--- src/rtl/multi_channel_fp_frontend.sv ---
// ============================================================================
// Module   : multi_channel_fp_frontend
// Purpose  : N-channel uint8 -> float front end with raster tagging,
//            valid/ready flow control and frame-sync error detection.
//            Optional: MULTI_CHANNEL_FP_FRONTEND_SAT_COUNT_EN adds sat_count_o.
// Revision : 1.0 - initial release
// ============================================================================
`default_nettype none

module multi_channel_fp_frontend #(
    parameter int CHANNELS     = 2,
    parameter int IMAGE_WIDTH  = 512,
    parameter int IMAGE_HEIGHT = 400,
    parameter int EXP_WIDTH    = 5,
    parameter int FRAC_WIDTH   = 10,
    parameter int COORD_WIDTH  = 16
) (
    input  logic                                          clk_i,
    input  logic                                          rst_i,
    input  logic [CHANNELS*8-1:0]                         uint8_i,
    input  logic                                          sof_i,
    input  logic                                          valid_i,
    output logic                                          ready_o,
    output logic [CHANNELS*(1+EXP_WIDTH+FRAC_WIDTH)-1:0]  fp_o,
    output logic [COORD_WIDTH-1:0]                        col_o,
    output logic [COORD_WIDTH-1:0]                        row_o,
    output logic                                          sof_o,
    output logic                                          eol_o,
    output logic                                          eof_o,
    output logic                                          valid_o,
    input  logic                                          ready_i,
    output logic                                          sync_err_o,
`ifdef MULTI_CHANNEL_FP_FRONTEND_SAT_COUNT_EN
    output logic [31:0]                                   sat_count_o,
`endif
    output logic [15:0]                                   frame_count_o
);

    localparam int c_fp_w = 1 + EXP_WIDTH + FRAC_WIDTH;
    localparam logic [EXP_WIDTH-1:0]   c_bias     = EXP_WIDTH'((1 << (EXP_WIDTH - 1)) - 1);
    localparam logic [COORD_WIDTH-1:0] c_last_col = COORD_WIDTH'(IMAGE_WIDTH - 1);
    localparam logic [COORD_WIDTH-1:0] c_last_row = COORD_WIDTH'(IMAGE_HEIGHT - 1);
    localparam logic [COORD_WIDTH-1:0] c_one      = COORD_WIDTH'(1);

    typedef enum logic [0:0] {
        ST_IDLE = 1'b0,
        ST_RUN  = 1'b1
    } state_t;

    state_t r_state;
    state_t w_state_nxt;

    logic [COORD_WIDTH-1:0] r_col;
    logic [COORD_WIDTH-1:0] r_row;
    logic [15:0]            r_frame_count;
    logic                   r_sync_err;

    logic                   w_adv;
    logic                   w_acc;
    logic                   w_take;
    logic                   w_sync_err;
    logic [COORD_WIDTH-1:0] w_col;
    logic [COORD_WIDTH-1:0] w_row;
    logic                   w_sof_tag;
    logic                   w_eol_tag;
    logic                   w_eof_tag;

    // Stage 1 registers
    logic                               r_valid_s1;
    logic [CHANNELS*8-1:0]              r_pix_s1;
    logic [CHANNELS-1:0][2:0]           r_lod_s1;
    logic [CHANNELS-1:0]                r_nz_s1;
    logic [COORD_WIDTH-1:0]             r_col_s1;
    logic [COORD_WIDTH-1:0]             r_row_s1;
    logic                               r_sof_s1;
    logic                               r_eol_s1;
    logic                               r_eof_s1;

    // Stage 2 registers
    logic                               r_valid_s2;
    logic [CHANNELS*c_fp_w-1:0]         r_fp_s2;
    logic [COORD_WIDTH-1:0]             r_col_s2;
    logic [COORD_WIDTH-1:0]             r_row_s2;
    logic                               r_sof_s2;
    logic                               r_eol_s2;
    logic                               r_eof_s2;

    logic [CHANNELS-1:0][2:0]           w_lod;
    logic [CHANNELS-1:0]                w_nz;
    logic [CHANNELS*c_fp_w-1:0]         w_fp;

    function automatic logic [2:0] lead_one(input logic [7:0] v);
        logic [2:0] p;
        p = 3'd0;
        for (int i = 0; i < 8; i++) begin
            if (v[i]) p = 3'(i);
        end
        return p;
    endfunction

    assign w_adv   = !r_valid_s2 || ready_i;
    assign ready_o = w_adv;
    assign w_acc   = valid_i && w_adv;
    // Before sync only a sof beat may enter; everything else is silently dropped.
    assign w_take  = w_acc && ((r_state == ST_RUN) || sof_i);

    // A sof beat always restarts the raster at (0,0).
    assign w_col      = sof_i ? '0 : r_col;
    assign w_row      = sof_i ? '0 : r_row;
    assign w_sync_err = w_acc && sof_i && (r_state == ST_RUN) &&
                        ((r_col != '0) || (r_row != '0));

    assign w_sof_tag = (w_col == '0) && (w_row == '0);
    assign w_eol_tag = (w_col == c_last_col);
    assign w_eof_tag = w_eol_tag && (w_row == c_last_row);

    always_comb begin
        w_state_nxt = r_state;
        case (r_state)
            ST_IDLE: if (w_take)              w_state_nxt = ST_RUN;
            ST_RUN:  if (w_take && w_eof_tag) w_state_nxt = ST_IDLE;
            default:                          w_state_nxt = ST_IDLE;
        endcase
    end

    always_ff @(posedge clk_i or negedge rst_i) begin
        if (!rst_i) begin
            r_state <= ST_IDLE;
        end else begin
            r_state <= w_state_nxt;
        end
    end

    always_ff @(posedge clk_i or negedge rst_i) begin
        if (!rst_i) begin
            r_col         <= '0;
            r_row         <= '0;
            r_frame_count <= '0;
            r_sync_err    <= 1'b0;
        end else begin
            if (w_sync_err) r_sync_err <= 1'b1;
            if (w_take) begin
                if (w_eol_tag) begin
                    r_col <= '0;
                    if (w_eof_tag) begin
                        r_row         <= '0;
                        r_frame_count <= r_frame_count + 16'd1;
                    end else begin
                        r_row <= w_row + c_one;
                    end
                end else begin
                    r_col <= w_col + c_one;
                    r_row <= w_row;
                end
            end
        end
    end

    for (genvar k = 0; k < CHANNELS; k++) begin : g_lod
        assign w_lod[k] = lead_one(uint8_i[8*k +: 8]);
        assign w_nz[k]  = |uint8_i[8*k +: 8];
    end

    always_ff @(posedge clk_i or negedge rst_i) begin
        if (!rst_i) begin
            r_valid_s1 <= 1'b0;
            r_pix_s1   <= '0;
            r_lod_s1   <= '0;
            r_nz_s1    <= '0;
            r_col_s1   <= '0;
            r_row_s1   <= '0;
            r_sof_s1   <= 1'b0;
            r_eol_s1   <= 1'b0;
            r_eof_s1   <= 1'b0;
        end else if (w_adv) begin
            r_valid_s1 <= w_take;
            r_pix_s1   <= uint8_i;
            r_lod_s1   <= w_lod;
            r_nz_s1    <= w_nz;
            r_col_s1   <= w_col;
            r_row_s1   <= w_row;
            r_sof_s1   <= w_sof_tag;
            r_eol_s1   <= w_eol_tag;
            r_eof_s1   <= w_eof_tag;
        end
    end

    // Normalise so the leading one drops off; the remaining bits become the fraction.
    for (genvar k = 0; k < CHANNELS; k++) begin : g_pack
        logic [6:0]            w_norm;
        logic [EXP_WIDTH-1:0]  w_exp;
        logic [FRAC_WIDTH-1:0] w_frac;
        assign w_norm = 7'(r_pix_s1[8*k +: 8] << (3'd7 - r_lod_s1[k]));
        assign w_exp  = EXP_WIDTH'(r_lod_s1[k]) + c_bias;
        assign w_frac = FRAC_WIDTH'(w_norm) << (FRAC_WIDTH - 7);
        assign w_fp[k*c_fp_w +: c_fp_w] = r_nz_s1[k] ? {1'b0, w_exp, w_frac} : '0;
    end

    always_ff @(posedge clk_i or negedge rst_i) begin
        if (!rst_i) begin
            r_valid_s2 <= 1'b0;
            r_fp_s2    <= '0;
            r_col_s2   <= '0;
            r_row_s2   <= '0;
            r_sof_s2   <= 1'b0;
            r_eol_s2   <= 1'b0;
            r_eof_s2   <= 1'b0;
        end else if (w_adv) begin
            r_valid_s2 <= r_valid_s1;
            r_fp_s2    <= w_fp;
            r_col_s2   <= r_col_s1;
            r_row_s2   <= r_row_s1;
            r_sof_s2   <= r_sof_s1;
            r_eol_s2   <= r_eol_s1;
            r_eof_s2   <= r_eof_s1;
        end
    end

`ifdef MULTI_CHANNEL_FP_FRONTEND_SAT_COUNT_EN
    logic [31:0] r_sat_acc;
    logic [31:0] r_sat_count;
    logic [31:0] w_beat_sat;

    always_comb begin
        w_beat_sat = 32'd0;
        for (int k = 0; k < CHANNELS; k++) begin
            if ((uint8_i[8*k +: 8] == 8'd0) || (uint8_i[8*k +: 8] == 8'd255))
                w_beat_sat = w_beat_sat + 32'd1;
        end
    end

    // A sof beat opens a fresh frame, dropping whatever a broken frame had gathered.
    always_ff @(posedge clk_i or negedge rst_i) begin
        if (!rst_i) begin
            r_sat_acc   <= '0;
            r_sat_count <= '0;
        end else if (w_take) begin
            if (w_eof_tag) begin
                r_sat_count <= r_sat_acc + w_beat_sat;
                r_sat_acc   <= '0;
            end else if (sof_i) begin
                r_sat_acc <= w_beat_sat;
            end else begin
                r_sat_acc <= r_sat_acc + w_beat_sat;
            end
        end
    end

    assign sat_count_o = r_sat_count;
`endif

    assign fp_o          = r_fp_s2;
    assign col_o         = r_col_s2;
    assign row_o         = r_row_s2;
    assign sof_o         = r_sof_s2;
    assign eol_o         = r_eol_s2;
    assign eof_o         = r_eof_s2;
    assign valid_o       = r_valid_s2;
    assign sync_err_o    = r_sync_err;
    assign frame_count_o = r_frame_count;

endmodule

`default_nettype wire

--- config.mk ---
export PLATFORM = sky130hd
export DESIGN_NAME = multi_channel_fp_frontend
export DESIGN_NICKNAME = d
export VERILOG_FILES = /design/src/rtl/multi_channel_fp_frontend.sv
export SDC_FILE = /design/constraint.sdc
export NUM_CORES = 1
export LEC_CHECK = 0
export CAP_MARGIN = 20
export CORE_UTILIZATION = 50
export DETAILED_ROUTE_END_ITERATION = 8
export HOLD_SLACK_MARGIN = 0.1
export PLACE_DENSITY_LB_ADDON = 0.1
export SYNTH_ARGS = -nofsm -noshare
export SYNTH_HDL_FRONTEND = slang
export SYNTH_SLANG_ARGS = --single-unit
--- constraint.sdc ---
create_clock -name clk_i -period 2.3 [get_ports clk_i]
set_clock_uncertainty 0.15 [all_clocks]
set_input_delay 0.23 -clock clk_i [delete_from_list [all_inputs] [get_ports clk_i]]
set_output_delay 0.23 -clock clk_i [all_outputs]
set_load 0.05 [all_outputs]
==> impl_metrics.json, run 1 <==
{
  "crit_buf_inv": 2,
  "vias_per_cell": 5.57,
  "slew_violations": 0,
  "wl_um": 21700,
  "fillers": 1217,
  "yosys-top-cells-area": "dfrtp_1 53%, nand2_1 13%, o21ai_0 4.6%",
  "ant_nets": 0,
  "synth_top_family_by_area": "simple AND/OR/NAND/NOR gates",
  "grt_first_pass_wirelength_um": 35300,
  "cellLeakagePower_nw": 5.08,
  "fp.dieH_um": 128,
  "max_freq_ghz": 0.428,
  "postPlaceCellArea_um2": 9830,
  "clkLatencyLatePin_ps": 430,
  "cts_root_buffer": "clkbuf_16",
  "cts_buffer_depth": 2,
  "rsz0062_at_grt": "true",
  "post-route-min-period_ps": 2340,
  "grt_pass1_vias": 7087,
  "yosysWarnings": 0,
  "clk_pin_slew_ps": 70,
  "track_usage": 0.276,
  "synth-edff-count": 0,
  "critPathKind": "reg -> reg",
  "hold_viol": 0,
  "power.internal_mw": 5.45,
  "design_area_um2": 10700,
  "drive_above_1_share": 0.175,
  "synth_top_area_frac": 0.528,
  "syn_area_um2": 7970,
  "die_w_um": 128,
  "synthSimpleGateAreaFrac": 0.254,
  "drv_cap": 0,
  "die_area_um2": 16400,
  "combinationalPowerShare": 0.205,
  "synth-main-ff-cell": "dfrtp_1",
  "cts_max_level": 4,
  "p_seq_frac": 0.422,
  "required_ps": 2490,
  "nNetsFinal": 1088,
  "violations": "setup timing",
  "clkPwrFrac": 0.373,
  "status": "finished with violations",
  "synth_common_cells": "280 x nand2_1, 168 x dfrtp_1, 73 x o21ai_0",
  "finalCritPeriodShare": 1.02,
  "core_um2": 15400,
  "routabilityCongestion": 0.986,
  "slowest_stage": "or4_4",
  "setup_tns_ps": -39.5,
  "crit_end": "r_row[11]",
  "cts_buffers": 17,
  "cp_max_fo": 3,
  "start_util": 0.518,
  "drt-initial-drc-count": 598,
  "p_sw_frac": 0.308,
  "area_growth_pct": 34.0,
  "critPathLaunch": "r_col[14]",
  "ir_drop_mv": 0.532,
  "cp_common_cell": "buf_4",
  "detailed_place_hpwl_um": 15100,
  "worstMarginPinSlew_ps": 643,
  "ios": 107,
  "slowest_delay_ps": 570,
  "power.density_nw_per_um2": 737,
  "cp_cell_sequence": "or4_4, buf_4, nor3_4, nand4_1, buf_4, o31ai_2",
  "max_slew_margin": 0.571,
  "drcViolationCount": 0,
  "rows": 45,
  "cp_top_family": "simple AND/OR/NAND/NOR gates",
  "hp-class": "in -> async",
  "async_flop_share": 1.00,
  "port_buffers": 98,
  "seq_area_frac_synth": 0.528,
  "end_kind": "register",
  "vias": 7133,
  "synthMuxAreaShare": 0.0261,
  "seq_area_um2": 4210,
  "synth.distinct_cells": 63,
  "worstPathArrival_ps": 2520,
  "synthAdderAreaFrac": 0.0141,
  "multi_input_area_um2": 3630,
  "r2r_cells": 6,
  "grt_start_max_net_pins": 74,
  "worst_slack_ps": -35.5,
  "worst-path-stages": 6,
  "start_kind": "register",
  "grt_overflow": 0,
  "ys_ff_latch": 168,
  "hold_slack_ps": 113,
  "cts_num_sinks": 168,
  "yosys.area.top_type": "dfrtp_1",
  "wl_per_cell_um": 16.9,
  "final_cells": 1281,
  "synth-compound-area-share": 0.113,
  "antenna_found_initial": 0,
  "syn_area_per_cell_um2": 9.01,
  "synth_xor_area_frac": 0.0165,
  "rr_startpoint": "r_col[14]",
  "yosysMostFrequentCell": "nand2_1",
  "insertedDiodeCount": 0,
  "drt-pass1-iter-count": 8,
  "synthCells": 884,
  "setup_viol": 3,
  "dp.cells": 1243,
  "r2r_end": "r_row[11]",
  "rrSetupSlack_ps": -40,
  "power.switching_mw": 2.42,
  "tritoncts": "done"
}
cell type report:
class,count,share of cell area
Tap cell,211,0.0247
Timing Repair Buffer,209,0.178
Clock inverter,10,0.0135
Inverter,24,0.00844
Multi-Input combinational cell,638,0.340
Sequential cell,168,0.394
Clock buffer,21,0.0422
power by group through the flow:
stage,Sequential [mW],Clock [mW],Combinational (mW)
global route,3.35,3.08,1.74
finish,3.32,2.93,1.61
floorplan,3.76,0,0.575
CTS,3.32,2.96,1.60
detailed placement,3.37,0,1.59
global placement,3.36,0,1.56
kinds of logic (layout without fill, tap and decap cells):
logic type,Yosys count,after routing
fa+ha+maj,9,9
buf+inv,85,264
xor+xnor,15,15
mux,19,19
flops,168,168
compound gates,150,150
simple gates,437,437
other cells,1,8
worst min path at each step:
stage,end,depth (start not counted),slack (ps)
after CTS,r_pix_s1[2],2,130
final,r_pix_s1[2],2,110
after detailed placement,r_pix_s1[2],1,6
after floorplan,col_o[0],0,-220
after global routing,r_pix_s1[2],2,150
after global placement,r_pix_s1[2],1,-6
routing by layer:
layer	track usage	wire length [um]	vias to the layer above
li1	-	-	3373
met1	0.366	9630	3508
met2	0.450	10500	230
met3	0.0655	1350	22
met4	0.0789	231	0
met5	0	0	-
sequential cells by signal, indices dropped and copies added (netlist names), 2 cells and up:
signal	count
fp_o	24
col_o	16
frame_count_o	16
r_col	16
r_col_s1	16
r_row	16
r_row_s1	16
row_o	16
r_pix_s1	14
r_lod_s1	6
r_nz_s1	2
per-stage QoR:
step	total power [mW]	utilization	setup WS, ps
2_1_floorplan	4.33	-	1.26
3_3_place_gp	4.92	0.639	-366
3_5_place_dp	4.96	0.639	-541
4_1_cts	7.88	0.685	-30.0
5_1_grt	8.16	0.695	-79.0
6_report	7.87	0.695	-35.5
placed cells by master, fill, tap and decap left out, types with 8 or more instances in the layout:
cell	count
and3_1	9
nand4_1	17
nor3_1	11
nand3_1	28
o21ai_0	70
nor2_1	23
nor4_1	12
a31oi_1	13
clkdlybuf4s50_1	95
a21oi_1	21
buf_4	101
nand2_1	278
dfrtp_1	166
inv_1	21
conb_1	8
clkbuf_16	17
xnor2_1	8
mux2i_1	14
timing repair:
item	4_1_cts	5_1_grt
pin swaps	7	19
setup buffers	2	5
setup endpoints to repair	25	27
gates cloned	0	0
hold endpoints to repair	168	0
gates resized for setup	18	27
hold buffers	1	0
(Power assumes the default switching activity.)
==> run 2, diff against run 1 <==
Settings changed: GPL_TIMING_DRIVEN set to 0.
==> run 2 against run 1 <==
  * The run still ends with setup timing left
  * Sequential power is essentially flat
  * Non-clock buffer count fell by 27
  * Critical path depth unchanged
  * Via count down 1.4%
  * Global-route usage decreased by 0.49 points
  * First-iteration DRC count up 10%
  * Wire length shrank 1.2%
  * Critical endpoint is now r_row[15]
  * Combinational power about the same
==> impl_metrics.json, run 2 (synthesized netlist as in run 1, its figures left out) <==
{
  "power.density_nw_per_um2": 753,
  "cp_cell_sequence": "buf_4, nor4_2, nand3_1, nor3_4, a31oi_1, a211o_1",
  "drv_cap": 0,
  "layout_commonest_cell": "nand2_1",
  "postPlaceCellArea_um2": 9310,
  "dp.cells": 1201,
  "nNetsFinal": 1061,
  "fillers": 1242,
  "start_util": 0.518,
  "grt_first_pass_wirelength_um": 34300,
  "max_slew_margin": 0.549,
  "cts_root_buffer": "clkbuf_16",
  "cts_max_level": 4,
  "wl_per_cell_um": 17.1,
  "clkLatencyLatePin_ps": 440,
  "track_usage": 0.271,
  "ios": 107,
  "drcViolationCount": 0,
  "clkPwrFrac": 0.370,
  "slew_violations": 0,
  "worstPathArrival_ps": 2540,
  "detailed_place_hpwl_um": 14700,
  "design_area_um2": 10400,
  "drt-initial-drc-count": 660,
  "post-route-min-period_ps": 2370,
  "fp.dieH_um": 128,
  "required_ps": 2470,
  "insertedDiodeCount": 0,
  "antenna_found_initial": 0,
  "power.internal_mw": 5.36,
  "ir_drop_mv": 0.506,
  "rows": 45,
  "worstMarginPinSlew_ps": 676,
  "area_growth_pct": 30.0,
  "start_kind": "register",
  "slowest_delay_ps": 470,
  "core_um2": 15400,
  "tritoncts": "done",
  "r2r_cells": 6,
  "p_sw_frac": 0.313,
  "vias": 7033,
  "hold_slack_ps": 220,
  "grt_util_met1": 0.369,
  "violations": "setup timing",
  "grt_overflow": 0,
  "power.switching_mw": 2.44,
  "die_area_um2": 16400,
  "p_seq_frac": 0.424,
  "final_cells": 1255,
  "combinationalPowerShare": 0.205,
  "clk_pin_slew_ps": 60,
  "port_buffers": 98,
  "cts_buffer_depth": 2,
  "grt_pass1_vias": 6711,
  "cts_buffers": 17,
  "end_kind": "register",
  "final_cell_mix": "277 x nand2_1, 162 x dfrtp_1, 95 x clkdlybuf4s50_1",
  "busiest_layer": "met2",
  "hold_depth": 3,
  "vias_per_cell": 5.60,
  "worst_slack_ps": -66.0,
  "finalCritPeriodShare": 1.03,
  "max_freq_ghz": 0.423,
  "met3_usage": 0.0538,
  "cts_num_sinks": 168,
  "critPathKind": "reg -> reg",
  "ant_nets": 0,
  "rsz0062_at_grt": "true",
  "cellLeakagePower_nw": 4.83,
  "wl_um": 21400,
  "cp_max_fo": 4,
  "largest_register_ffs": 24,
  "grtUsageMet2": 0.433,
  "drive_above_1_share": 0.131,
  "hold_viol": 0,
  "drt-pass1-iter-count": 5,
  "hp-class": "in -> reg",
  "grt_start_max_net_pins": 89,
  "status": "finished with violations",
  "slowest_stage": "nor4_2",
  "routabilityCongestion": 0.958,
  "die_w_um": 128,
  "setup_viol": 7
}
[run 2: cell types whose count changed in the layout (fill, tap and decap cells not counted), sizes merged]
cell / previous run / this run
buf: 112 / 41
clkbuf: 21 / 66
clkinv: 4 / 8
clkinvlp: 3 / 1
bufinv: 3 / 2
inv: 24 / 23
[run 2: final timing paths]
kind                                  from           to  slack, ps
worst max-delay path             r_col[11]    r_row[15]        -70
worst min-delay path            uint8_i[0]  r_pix_s1[0]        220
worst max register to register   r_col[11]    r_row[15]        -70
worst min register to register    col_o[7]     col_o[7]        310
max in group asynchronous            rst_i     row_o[2]        920
min in group asynchronous            rst_i  r_pix_s1[0]        230
[run 2: power groups by stage]
stage	logic (mW)	clock network (mW)	registers, mW
finish	1.60	2.89	3.31
global route	1.73	3.04	3.33
CTS	1.58	2.91	3.31
detailed placement	1.56	0	3.36
global placement	1.54	0	3.36
floorplan	0.575	0	3.76
[run 2: critical path, delay by kind of cell, from the launching register on]
kind            cells  cell delay (ps)
buf+inv             1              140
flops               1              420
simple gates        3             1130
compound gates      2              410
[run 2: repair_timing]
item | in CTS | in global routing
buffers inserted | 7 | 15
hold buffers | 1 | 0
pin swaps | 11 | 24
endpoints found under the setup margin | 56 | 64
cloned | 1 | 0
endpoints found under the hold margin | 80 | 0
gates resized for setup | 46 | 42
[run 2: through the flow]
| stage | setup slack, ps | total power [mW] | util | setup TNS, ps |
|---|---|---|---|---|
| after global placement | -6730 | 4.90 | 0.603 | -1073430 |
| after detailed placement | -1090 | 4.92 | 0.606 | -51990 |
| final | -66.0 | 7.80 | 0.674 | -261 |
| after floorplan | 1.26 | 4.33 | - | 0 |
| after global routing | -170 | 8.10 | 0.674 | -1380 |
| after CTS | -52.7 | 7.79 | 0.657 | -239 |
[run 2: routing by layer]
metal | part of all wire | vias to the layer above | wire (um)
li1 | - | 3314 | -
met1 | 0.44 | 3380 | 9430
met2 | 0.47 | 294 | 10100
met3 | 0.068 | 45 | 1460
met4 | 0.019 | 0 | 405
met5 | 0 | - | 0
[run 2: final cells by class]
cell class                 instances  area, um^2  area share
clock inverter                    10         118      0.0114
sequential                       168        4210       0.407
multi-input combinational        638        3650       0.353
tap                              211         264      0.0255
inverter                          24        96.3     0.00930
buffer                            59         329      0.0318
timing repair buffer             123        1210       0.117
clock buffer                      22         474      0.0458
